$ cat src/rtl/apb_arbiter.sv
// Two-requester round-robin arbiter driving a single APB master port; every output is registered.
// Optional ACCESS-phase timeout is compiled in with `define APB_TIMEOUT_EN (limit = TIMEOUT_CYCLES).
module apb_arbiter #(
  parameter int ADDR_WIDTH     = 32,
  parameter int DATA_WIDTH     = 32,
  parameter int TIMEOUT_CYCLES = 256
) (
  input  logic                  pclk,
  input  logic                  rst,
  input  logic                  req0_valid,
  input  logic [ADDR_WIDTH-1:0] req0_addr,
  input  logic [DATA_WIDTH-1:0] req0_wdata,
  input  logic                  req0_write,
  input  logic [3:0]            req0_stb,
  output logic                  req0_done,
  output logic [DATA_WIDTH-1:0] req0_rdata,
  output logic                  req0_err,
  input  logic                  req1_valid,
  input  logic [ADDR_WIDTH-1:0] req1_addr,
  input  logic [DATA_WIDTH-1:0] req1_wdata,
  input  logic                  req1_write,
  input  logic [3:0]            req1_stb,
  output logic                  req1_done,
  output logic [DATA_WIDTH-1:0] req1_rdata,
  output logic                  req1_err,
  output logic [ADDR_WIDTH-1:0] paddr,
  output logic [DATA_WIDTH-1:0] pdata,
  output logic                  pwrite,
  output logic [3:0]            pstb,
  output logic                  psel,
  output logic                  penable,
  input  logic [DATA_WIDTH-1:0] prdata,
  input  logic                  pready,
  input  logic                  perr,
  output logic                  busy
);

  typedef enum logic [1:0] {
    IDLE   = 2'd0,
    SETUP  = 2'd1,
    ACCESS = 2'd2
  } state_t;

  state_t                state_r, state_s;
  logic                  grant_r, grant_s;
  logic                  last_grant_r, last_grant_s;
  logic                  valid0_s, valid1_s, pick_s;
  logic [ADDR_WIDTH-1:0] paddr_s;
  logic [DATA_WIDTH-1:0] pdata_s, rdata0_s, rdata1_s, resp_rdata_s;
  logic [3:0]            pstb_s;
  logic                  pwrite_s, psel_s, penable_s, busy_s;
  logic                  done0_s, done1_s, err0_s, err1_s, resp_err_s;
  logic                  timeout_s;

`ifdef APB_TIMEOUT_EN
  localparam int CNT_W = $clog2(TIMEOUT_CYCLES + 1);

  logic [CNT_W-1:0] cnt_r, cnt_s;

  // Counts ACCESS cycles without pready; cleared while entering ACCESS from SETUP.
  always_comb begin
    cnt_s = cnt_r;
    if (state_r == SETUP) begin
      cnt_s = {CNT_W{1'b0}};
    end else if ((state_r == ACCESS) && !pready) begin
      cnt_s = cnt_r + CNT_W'(1);
    end else begin
      cnt_s = cnt_r;
    end
  end

  // Timeout counter register.
  always_ff @(posedge pclk or posedge rst) begin
    if (rst) begin
      cnt_r <= {CNT_W{1'b0}};
    end else begin
      cnt_r <= cnt_s;
    end
  end

  assign timeout_s = (state_r == ACCESS) && !pready && (cnt_r == CNT_W'(TIMEOUT_CYCLES - 1));
`else
  assign timeout_s = 1'b0;
`endif

  // Next-state and next-output computation; a requester is masked during its own done cycle.
  always_comb begin
    state_s      = state_r;
    grant_s      = grant_r;
    last_grant_s = last_grant_r;
    paddr_s      = paddr;
    pdata_s      = pdata;
    pwrite_s     = pwrite;
    pstb_s       = pstb;
    psel_s       = psel;
    penable_s    = penable;
    busy_s       = busy;
    done0_s      = 1'b0;
    done1_s      = 1'b0;
    err0_s       = req0_err;
    err1_s       = req1_err;
    rdata0_s     = req0_rdata;
    rdata1_s     = req1_rdata;
    valid0_s     = req0_valid & ~req0_done;
    valid1_s     = req1_valid & ~req1_done;
    pick_s       = (valid0_s & valid1_s) ? ~last_grant_r : valid1_s;
    resp_err_s   = timeout_s ? 1'b1 : perr;
    if (timeout_s) begin
      resp_rdata_s = {DATA_WIDTH{1'b0}};
    end else if (pwrite) begin
      resp_rdata_s = grant_r ? req1_rdata : req0_rdata;
    end else begin
      resp_rdata_s = prdata;
    end

    case (state_r)
      IDLE: begin
        if (valid0_s | valid1_s) begin
          state_s      = SETUP;
          grant_s      = pick_s;
          last_grant_s = pick_s;
          paddr_s      = pick_s ? req1_addr : req0_addr;
          pdata_s      = pick_s ? req1_wdata : req0_wdata;
          pwrite_s     = pick_s ? req1_write : req0_write;
          pstb_s       = pwrite_s ? (pick_s ? req1_stb : req0_stb) : 4'b0000;
          psel_s       = 1'b1;
          penable_s    = 1'b0;
          busy_s       = 1'b1;
        end else begin
          state_s = IDLE;
        end
      end
      SETUP: begin
        state_s   = ACCESS;
        penable_s = 1'b1;
      end
      ACCESS: begin
        if (pready || timeout_s) begin
          state_s   = IDLE;
          psel_s    = 1'b0;
          penable_s = 1'b0;
          busy_s    = 1'b0;
          if (grant_r) begin
            done1_s  = 1'b1;
            err1_s   = resp_err_s;
            rdata1_s = resp_rdata_s;
          end else begin
            done0_s  = 1'b1;
            err0_s   = resp_err_s;
            rdata0_s = resp_rdata_s;
          end
        end else begin
          state_s = ACCESS;
        end
      end
      default: begin
        state_s   = IDLE;
        psel_s    = 1'b0;
        penable_s = 1'b0;
        busy_s    = 1'b0;
      end
    endcase
  end

  // State and registered outputs; reset leaves requester 0 with first priority.
  always_ff @(posedge pclk or posedge rst) begin
    if (rst) begin
      state_r      <= IDLE;
      grant_r      <= 1'b0;
      last_grant_r <= 1'b1;
      paddr        <= {ADDR_WIDTH{1'b0}};
      pdata        <= {DATA_WIDTH{1'b0}};
      pwrite       <= 1'b0;
      pstb         <= 4'b0000;
      psel         <= 1'b0;
      penable      <= 1'b0;
      busy         <= 1'b0;
      req0_done    <= 1'b0;
      req1_done    <= 1'b0;
      req0_err     <= 1'b0;
      req1_err     <= 1'b0;
      req0_rdata   <= {DATA_WIDTH{1'b0}};
      req1_rdata   <= {DATA_WIDTH{1'b0}};
    end else begin
      state_r      <= state_s;
      grant_r      <= grant_s;
      last_grant_r <= last_grant_s;
      paddr        <= paddr_s;
      pdata        <= pdata_s;
      pwrite       <= pwrite_s;
      pstb         <= pstb_s;
      psel         <= psel_s;
      penable      <= penable_s;
      busy         <= busy_s;
      req0_done    <= done0_s;
      req1_done    <= done1_s;
      req0_err     <= err0_s;
      req1_err     <= err1_s;
      req0_rdata   <= rdata0_s;
      req1_rdata   <= rdata1_s;
    end
  end

endmodule
$ cat config.mk
export PLATFORM = sky130hd
export DESIGN_NAME = apb_arbiter
export DESIGN_NICKNAME = d
export VERILOG_FILES = /design/src/rtl/apb_arbiter.sv
export SDC_FILE = /design/constraint.sdc
export NUM_CORES = 1
export LEC_CHECK = 0
export ABC_AREA = 1
export BUFFER_PORTS_ARGS = -buffer_cell sky130_fd_sc_hd__buf_2
export CORE_ASPECT_RATIO = 1.4
export CORE_MARGIN = 2
export CORE_UTILIZATION = 37
export DETAILED_ROUTE_END_ITERATION = 12
export GPL_TIMING_DRIVEN = 0
export MAX_ROUTING_LAYER = met4
export PLACE_DENSITY = 0.72
export SETUP_SLACK_MARGIN = 0.05
export SYNTH_ARGS = -nofsm -noshare
export SYNTH_HDL_FRONTEND = slang
export SYNTH_SLANG_ARGS = --single-unit
export TNS_END_PERCENT = 1
$ cat constraint.sdc
create_clock -name pclk -period 11.8 [get_ports pclk]
set_input_delay 2.36 -clock pclk [delete_from_list [all_inputs] [get_ports pclk]]
set_output_delay 2.36 -clock pclk [all_outputs]
set_load 0.01 [all_outputs]
==> flow_summary.toml, run 1 <==
[global_route]
first_global_vias = 6848
overflow = 0
grt_pass1_wl_um = 35700
grt.total_usage_pct = 23.0
antenna_found_initial = 4
grt_max_degree = 89

[worst_setup_path]
critPathMaxStageDelay_ns = 0.42
arrival_ns = 1.10
crit_chain = "buf_4 -> buf_2"
r2r_start = "last_grant_r$_DFFE_PP1P_"
r2r_end = "pdata[30]$_DFFE_PP0P_"
crit_buf_inv = 2
rrSetupSlack_ns = 10.23
required_ns = 9.44
endpoint_kind = "output port"
crit_fanout = 3
ff2ff_path_depth = 7
path_class = "reg -> out"
critPathLaunchType = "flip-flop"
cp_slowest_cell = "dfrtp_1"
crit_family = "flip-flops"

[min_path]
min_from = "penable$_DFFE_PP0P_"
holdPathStages = 2
holdPathEnd = "penable$_DFFE_PP0P_"
hold_path_class = "reg -> reg"

[place]
portBuffers = 315
dp_hpwl_um = 17800
gp_congestion = 0.825
dp_slack_ns = 8.22

[clocking]
clk_latency_ns = 0.41
cts.clk_slew.worst_paths_ns = 0.06
numClockSinks = 143
tritoncts = "built"
root_buffer = "clkbuf_16"
cts.hold.buffers_added = 0
clockBufferDepth = 2
post_cts_buffers = 0
ctsResizeCount = 0
cts_buffers = 17
cts.htree.levels = 4

[sta]
setup_viol = 0
fin_tns_setup_ns = 0
slew_violations = 0
fin_ws_ns = 8.34
rsz0062_at_grt = "false"
hold_violations = 0
tightest_slew_ns = 0.813
period_minus_slack_ns = 3.46
max_freq_mhz = 289
fin_worst_skew_ns = 0.00803
max_slew_margin_pct = 45.8
min_period_over_period_pct = 29.3

[floorplanning]
start_util_pct = 37.4
io-pin-count = 316
fp.dieH_um = 168
die_w_um = 121
rows = 60
core_area_um2 = 19100
dieArea_um2 = 20400

[final_layout]
synthToLayoutAreaGrowth_pct = 35.3
nNetsFinal = 1357
mostFrequentLayoutCell = "nand2_1"
layout-drive-gt1-share_pct = 38.8
final_cell_mix = "355 x nand2_1, 337 x buf_2, 142 x dfrtp_1"

[detailed_routing]
post_drt_wl_per_cell_um = 16.0
drc = 0
dr_total_vias = 6920
wl_um = 23100
dr.first_iter.drc_count = 262
drtPass1Iterations = 5
final_antenna_net_count = 0
avgViaCountPerCell = 4.78

[logic_synthesis]
synth_top_area_share_pct = 49.8
syn_inst = 846
synth_nets = 1022
synth_cell_types = 21
ys_seq_area_share_pct = 50.2
avgSynthCellArea_um2 = 8.43
synthTopCellsByArea = "dfrtp_1 50%, nand2_1 19%, o211ai_2 10%"
ys_warn_count = 0
syn_area_um2 = 7130
synth_area_leader_cell = "dfrtp_1"
synth-seq-cells = 143

[run]
cap_violations = 0

[power_and_ir_drop]
leakage_nw = 5.41
powerDensity_nw_per_um2 = 268
peakVddDrop_uv = 145

[status]
outcome = "completed"
-- how the worst max path moves through the flow --
stage | startpoint | endpoint | slack [ns] | depth (start not counted)
after floorplan | rst | busy$_DFFE_PP0P_ | 5.60 | 1
after global routing | busy$_DFFE_PP0P_ | psel | 8.30 | 2
after global placement | rst | paddr[30]$_DFFE_PP0P_ | 3.80 | 2
after CTS | busy$_DFFE_PP0P_ | psel | 8.32 | 2
after detailed placement | req1_valid | pdata[30]$_DFFE_PP0P_ | 8.22 | 8
final | busy$_DFFE_PP0P_ | psel | 8.34 | 2
-- through the flow --
step	hold slack [ns]	utilization [%]	cell area [um2]	power [W]	instances
6_report	0.472	50.6	9650	0.00259	1447
4_1_cts	0.478	50.5	9640	0.00262	1442
3_5_place_dp	0.461	47.5	9050	0.00207	1410
3_3_place_gp	0.456	47.3	9020	0.00204	1409
5_1_grt	0.495	50.6	9650	0.00278	1446
2_1_floorplan	0.453	-	7130	0.00159	846
-- logic make-up (layout without fill, tap and decap cells) --
kind of cell           Yosys count  after routing  share of synthesized area (%)
AOI/OAI and AO/OA              164            164                           18.0
buffers and inverters          133            481                           9.28
and+or+nand+nor                406            406                           22.5
DFF                            143            143                           50.2
other                            0              5                              0
-- synth_stat cells --
master and count:
buf_6 9, nor2_4 1, buf_4 18, clkbuf_1 7, buf_2 22, buf_1 2
o211ai_1 5, o211ai_2 59, inv_2 3, a21boi_2 1, dfstp_2 1, dfrtp_1 142
nand2_1 355, nand3_2 1, nand3_1 46, nand2_4 1, nor2_1 1, nor2_2 1
o21ai_1 38, inv_1 72, o21ai_0 61
-- power by group --
group	internal, W	leakage (nW)	switching (W)
clock network	0.000328	0.275	0.000206
logic	0.000458	3.36	0.000727
registers	0.000725	1.78	0.000145
total	0.00151	5.41	0.00108
-- cell type report --
| type | count | area, um2 |
|---|---|---|
| fill | 1858 | 9420 |
| antenna | 5 | 12.5 |
| sequential | 143 | 3580 |
| clock buffer | 23 | 478 |
| clock inverter | 9 | 109 |
| timing repair buffer | 316 | 1600 |
| tap | 248 | 310 |
| multi-input combinational | 570 | 2890 |
| inverter | 75 | 287 |
| buffer | 58 | 380 |
-- flip-flops by register name, indices dropped and copies added (netlist names) --
signal	flops
busy	1
grant_r	1
last_grant_r	1
paddr	32
pdata	32
penable	1
pstb	4
pwrite	1
req0_done	1
req0_err	1
req0_rdata	32
req1_done	1
req1_err	1
req1_rdata	32
state_r	2
-- layer usage --
metal | vias to the layer above | track usage [%] | wire length, um
met3 | 30 | 6.84 | 1880
met2 | 271 | 39.5 | 11700
met5 | - | - | 0
met1 | 3215 | 25.3 | 9170
met4 | 0 | 7.65 | 369
li1 | 3404 | - | -
-- worst reg2reg max path, stage by stage, from the launching register on --
cell and delay (ns):
dfstp_2 0.54, nand3_2 0.17, nand2_4 0.16, buf_6 0.19, buf_6 0.16, nand2_1 0.05
o211ai_1 0.11, nand2_1 0.08
Power figures use the tool's default switching activity.
==> run 2, diff against run 1 <==
--- a/config.mk
+++ b/config.mk
@@ -5,7 +5,7 @@
 export SDC_FILE = /design/constraint.sdc
 export NUM_CORES = 1
 export LEC_CHECK = 0
-export ABC_AREA = 1
+export ABC_AREA = 0
 export BUFFER_PORTS_ARGS = -buffer_cell sky130_fd_sc_hd__buf_2
 export CORE_ASPECT_RATIO = 1.4
 export CORE_MARGIN = 2
@@ -13,7 +13,7 @@
 export DETAILED_ROUTE_END_ITERATION = 12
 export GPL_TIMING_DRIVEN = 0
 export MAX_ROUTING_LAYER = met4
-export PLACE_DENSITY = 0.72
+export PLACE_DENSITY = 0.75
 export SETUP_SLACK_MARGIN = 0.05
 export SYNTH_ARGS = -nofsm -noshare
 export SYNTH_HDL_FRONTEND = slang
==> constraint.sdc (replaced) <==
create_clock -name pclk -period 3.4 [get_ports pclk]
set_input_delay 0.68 -clock pclk [delete_from_list [all_inputs] [get_ports pclk]]
set_output_delay 0.68 -clock pclk [all_outputs]
set_load 0.01 [all_outputs]
==> flow_summary.toml, run 2 <==
[detailed_routing]
final_antenna_net_count = 0
post_drt_wl_per_cell_um = 15.9
drtPass1Iterations = 4
dr_total_vias = 5331
drc = 0
dr.first_iter.drc_count = 298
wl_um = 17500
avgViaCountPerCell = 4.86

[clocking]
ctsResizeCount = 0
cts.hold.buffers_added = 0
numClockSinks = 143
cts.clk_slew.worst_paths_ns = 0.06
post_cts_buffers = 0
clockBufferDepth = 2
cts.htree.levels = 4
cts_buffers = 17
tritoncts = "built"
root_buffer = "clkbuf_16"
clk_latency_ns = 0.42

[sta]
fin_worst_skew_ns = 0.0100
period_minus_slack_ns = 1.96
slew_violations = 0
fin_ws_ns = 1.44
min_period_over_period_pct = 57.7
rsz0062_at_grt = "false"
fin_tns_setup_ns = 0
max_slew_margin_pct = 56.4
setup_viol = 0
hold_violations = 0
max_freq_mhz = 509
tightest_slew_ns = 0.653

[worst_setup_path]
setup.worst_path.start = "req1_done$_DFF_PP0_"
crit_family = "compound AO/OA/AOI/OAI gates"
crit_fanout = 10
required_ns = 3.68
crit_chain = "nand2b_1 -> a211oi_2 -> buf_2 -> buf_2 -> a31oi_1"
arrival_ns = 2.24
path_class = "reg -> reg"
cp_slowest_cell = "a211oi_2"
endpoint_kind = "flip-flop"
cpMostUsedCell = "buf_2"
critPathLaunchType = "flip-flop"
crit_buf_inv = 2
critPathMaxStageDelay_ns = 0.51
r2r_start = "req1_done$_DFF_PP0_"

[logic_synthesis]
synth_area_leader_cell = "dfrtp_1"
synth_common_cells = "142 x dfrtp_1, 132 x nand2_1, 70 x a31oi_1, 70 x nor2_1, 56 x mux2_2"
syn_inst = 549
avgSynthCellArea_um2 = 10.8
ys_warn_count = 0
syn_area_um2 = 5900
synthTopCellsByArea = "dfrtp_1 60%, mux2_2 11%, nand2_1 8.4%"
synth_nets = 725
synth_top_area_share_pct = 60.2
synth_cell_types = 24
synth_edf_count = 0
synth-seq-cells = 143
ys_seq_area_share_pct = 60.6
yosysMostFrequentCell = "dfrtp_1"
async_reset_ff_share_pct = 100
synth_ff_type = "dfrtp_1"

[place]
dp_slack_ns = 1.07
gp_congestion = 0.899
place_area_um2 = 7790
portBuffers = 315
placedCellCount = 1063
dp_hpwl_um = 13500

[power_and_ir_drop]
clockPowerShare_pct = 24.6
powerDensity_nw_per_um2 = 959
p_int_w = 0.00516
p_sw_w = 0.00292
leakage_nw = 4.28
p_comb_share_pct = 38.5
peakVddDrop_uv = 492
p_sw_share_pct = 36.2
pwr-share-seq_pct = 36.9

[floorplanning]
core_area_um2 = 15600
dieArea_um2 = 17000
fp.dieH_um = 153
rows = 54
start_util_pct = 37.8
die_w_um = 111
io-pin-count = 316

[final_layout]
multi_input_area_um2 = 2120
layout-drive-gt1-share_pct = 47.9
final_cell_mix = "326 x buf_2, 142 x dfrtp_1, 132 x nand2_1"
seqCellArea_um2 = 3580
layout.cells.non_filler = 1097
nNetsFinal = 1062
synthToLayoutAreaGrowth_pct = 42.8
n_fill_cell = 1418
mostFrequentLayoutCell = "buf_2"
fin_area_um2 = 8430
final_util_pct = 54.0

[global_route]
overflow = 0
antenna_found_initial = 1
grt.total_usage_pct = 21.3
grt_pass1_wl_um = 27600
grt_max_degree = 42
first_global_vias = 5437

[min_path]
hold_path_class = "in -> async"

[run]
cap_violations = 0

[status]
outcome = "completed"
run 2: cell count changes after synthesis, sizes merged, moves of 10 or more:
cell    delta
nand2    -224
o21ai     -98
inv       -71
a31oi     +70
mux2      +68
nor2      +68
o211ai    -64
nand3     -37
buf       -31
clkbuf    +10
run 2: logic make-up (layout without fill, tap and decap cells):
logic type | count (synthesis) | count (layout) | share of synthesized area (%)
multiplexers | 68 | 68 | 13.0
buffers and inverters | 41 | 391 | 3.41
flip-flops | 143 | 143 | 60.6
AND/OR/NAND/NOR | 221 | 221 | 14.9
AO/OA/AOI/OAI | 76 | 76 | 8.12
other | 0 | 2 | 0
run 2: worst paths after layout:
check	cells after the start	slack, ns	endpoint
max	5	1.44	paddr[15]$_DFFE_PP0P_
min in group pclk	1	0.48	req1_rdata[9]$_DFFE_PP0P_
min reg2reg	1	0.48	req1_rdata[9]$_DFFE_PP0P_
min	2	0.35	paddr[26]$_DFFE_PP0P_
max in group asynchronous	4	2.18	req0_rdata[25]$_DFFE_PP0P_
max reg2reg	5	1.44	paddr[15]$_DFFE_PP0P_
run 2: final cells by class:
class / count / share of cell area (%)
buffer: 37 / 2.21
multi-input combinational: 365 / 25.2
timing repair buffer: 318 / 19.4
clock buffer: 17 / 5.05
sequential: 143 / 42.5
clock inverter: 15 / 2.51
tap: 196 / 2.91
inverter: 4 / 0.223
antenna: 2 / 0.0594
run 2: per-stage QoR:
step,power (W),hold WS [ns]
floorplan,0.00474,0.492
global placement,0.00607,0.465
detailed placement,0.00616,0.469
CTS,0.00819,0.357
global route,0.00862,0.387
finish,0.00808,0.352
run 2: per-layer routing:
layer | wire length [um] | part of all wire, % | GRT usage (%) | vias to the layer above
met3 | 958 | 5.5 | 5.00 | 39
met1 | 6810 | 39 | 23.3 | 2517
li1 | - | - | - | 2548
met4 | 509 | 2.9 | 9.64 | 0
met2 | 9180 | 53 | 36.6 | 227
met5 | 0 | 0 | - | -
run 2: power groups by stage:
stage / Sequential (W) / Clock [W] / Combinational (W)
after floorplan: 0.00338 / 0 / 0.00137
after global placement: 0.00298 / 0 / 0.00310
after detailed placement: 0.00300 / 0 / 0.00316
after CTS: 0.00298 / 0.00204 / 0.00316
after global routing: 0.00310 / 0.00211 / 0.00342
final: 0.00298 / 0.00199 / 0.00311
run 2: worst reg2reg max path: cells and delay by family, from the launching register on:
kind                   cells  cell delay [ns]
AOI/OAI and AO/OA          2             0.63
buffers and inverters      2             0.62
DFF                        1             0.39
and+or+nand+nor            1             0.20
==> run 3, diff against run 2 <==
==> constraint.sdc (replaced) <==
create_clock -name pclk -period 1.9 [get_ports pclk]
set_input_delay 0.38 -clock pclk [delete_from_list [all_inputs] [get_ports pclk]]
set_output_delay 0.38 -clock pclk [all_outputs]
set_load 0.01 [all_outputs]
==> flow_summary.toml, run 3 (same netlist as run 2, synthesis figures left out) <==
[power_and_ir_drop]
peakVddDrop_uv = 926
leakage_nw = 4.34
powerDensity_nw_per_um2 = 1710

[sta]
fin_tns_setup_ns = 0
hold_violations = 0
tightest_slew_ns = 0.656
rsz0062_at_grt = "true"
fin_worst_skew_ns = 0.00922
period_minus_slack_ns = 1.81
setup_viol = 0
max_freq_mhz = 554
slew_violations = 0
min_period_over_period_pct = 95.0
max_slew_margin_pct = 56.2

[clocking]
tritoncts = "built"
numClockSinks = 143
cts.clk_slew.worst_paths_ns = 0.06
cts.hold.buffers_added = 0
clk_latency_ns = 0.42
root_buffer = "clkbuf_16"
clockBufferDepth = 2
cts_buffers = 17
cts.htree.levels = 4

[global_route]
first_global_vias = 5462
use_met2_pct = 36.8
busiest_layer = "met2"
grt.total_usage_pct = 21.3
grt_max_degree = 42
antenna_found_initial = 1
grtUsageMet3_pct = 5.00
grt_use_met1_pct = 23.3
grt_pass1_wl_um = 27600
overflow = 0

[final_layout]
mostFrequentLayoutCell = "buf_2"
layout.cells.non_filler = 1105
n_fill_cell = 1406
synthToLayoutAreaGrowth_pct = 44.8
final_util_pct = 54.8
seqCellArea_um2 = 3580
final_cell_mix = "318 x buf_2, 140 x dfrtp_1, 132 x nand2_1"
layout-drive-gt1-share_pct = 49.3
nNetsFinal = 1070
multi_input_area_um2 = 2140

[place]
gp_congestion = 0.899
portBuffers = 315
placedCellCount = 1063
dp_hpwl_um = 13500

[detailed_routing]
wl_um = 17600
dr_total_vias = 5367
drc = 0
drtPass1Iterations = 4
avgViaCountPerCell = 4.86
dr.first_iter.drc_count = 276
final_antenna_net_count = 0
post_drt_wl_per_cell_um = 15.9

[floorplanning]
fp.dieH_um = 153
core_area_um2 = 15600
io-pin-count = 316
dieArea_um2 = 17000
die_w_um = 111
rows = 54
start_util_pct = 37.8

[status]
outcome = "completed"

[worst_setup_path]
critPathLaunchType = "flip-flop"
crit_fanout = 10
ff2ff_path_depth = 6
r2r_start = "state_r[0]$_DFF_PP0_"
required_ns = 2.19
rrSetupSlack_ns = 0.09
cp_slowest_cell = "dfrtp_2"
endpoint_kind = "flip-flop"
critPathMaxStageDelay_ns = 0.43
r2r_end = "req0_rdata[0]$_DFFE_PP0P_"
crit_chain = "and2b_2 -> nand2_1 -> nor3_4 -> buf_4 -> buf_6 -> mux2_2"
arrival_ns = 2.10
path_class = "reg -> reg"

[run]
cap_violations = 0

[min_path]
hold_path_class = "in -> async"
run 3: cell count changes in the layout (fill, tap and decap cells not counted), sizes merged:
cell / previous run / this run
clkbuf: 34 / 42
run 3: routing by layer:
metal	vias up	part of all wire [%]
li1	2565	-
met1	2520	39
met2	243	53
met3	39	5.9
met4	0	2.8
met5	-	0
run 3: how the worst max path moves through the flow:
stage                                      to                      from  slack, ns  cells past startpoint
floorplan                    busy$_DFFE_PP0P_                       rst      -0.27                      1
global placement         paddr[6]$_DFFE_PP0P_                       rst      -1.20                      2
detailed placement      paddr[31]$_DFFE_PP0P_       req1_done$_DFF_PP0_      -0.14                      5
CTS                     pdata[24]$_DFFE_PP0P_  last_grant_r$_DFFE_PP1P_      0.001                      6
global route        req0_rdata[0]$_DFFE_PP0P_      state_r[0]$_DFF_PP0_       0.01                      6
finish              req0_rdata[0]$_DFFE_PP0P_      state_r[0]$_DFF_PP0_       0.09                      6
run 3: stage by stage:
stage | power, W | area, um2 | hold WS, ns | worst slack, ns
5_1_grt | 0.0156 | 8540 | 0.0870 | 0.0112
3_5_place_dp | 0.0110 | 7790 | 0.469 | -0.138
3_3_place_gp | 0.0109 | 7730 | 0.465 | -1.20
2_1_floorplan | 0.00849 | 5910 | 0.492 | -0.270
4_1_cts | 0.0147 | 8450 | 0.0569 | 0.00150
6_report | 0.0146 | 8550 | 0.0501 | 0.0948
run 3: report_power, final:
| part | total [W] | switching [W] | leakage, nW | internal (W) |
|---|---|---|---|---|
| clock network | 0.00357 | 0.00135 | 0.307 | 0.00222 |
| logic | 0.00574 | 0.00314 | 2.34 | 0.00259 |
| registers | 0.00534 | 0.000785 | 1.69 | 0.00456 |
run 3: cell type report:
class / count / share of cell area (%)
tap: 196 / 2.87
buffer: 37 / 2.56
antenna: 2 / 0.0586
multi-input combinational: 365 / 25.0
inverter: 4 / 0.220
timing repair buffer: 326 / 19.9
clock inverter: 15 / 2.47
sequential: 143 / 41.9
clock buffer: 17 / 4.98
run 3: critical path, delay by kind of cell (launching register included):
family                 cells  cell delay [ns]
AND/OR/NAND/NOR            3             0.62
flip-flops                 1             0.43
multiplexers               1             0.34
buffers and inverters      2             0.30
run 3: timing repair:
| action | 4_1_cts | 5_1_grt |
|---|---|---|
| resized for setup | 1 | 24 |
| gates cloned | 0 | 0 |
| buffers inserted | 2 | 6 |
| endpoints found under the setup margin | 102 | 129 |
| pin swaps | 1 | 1 |
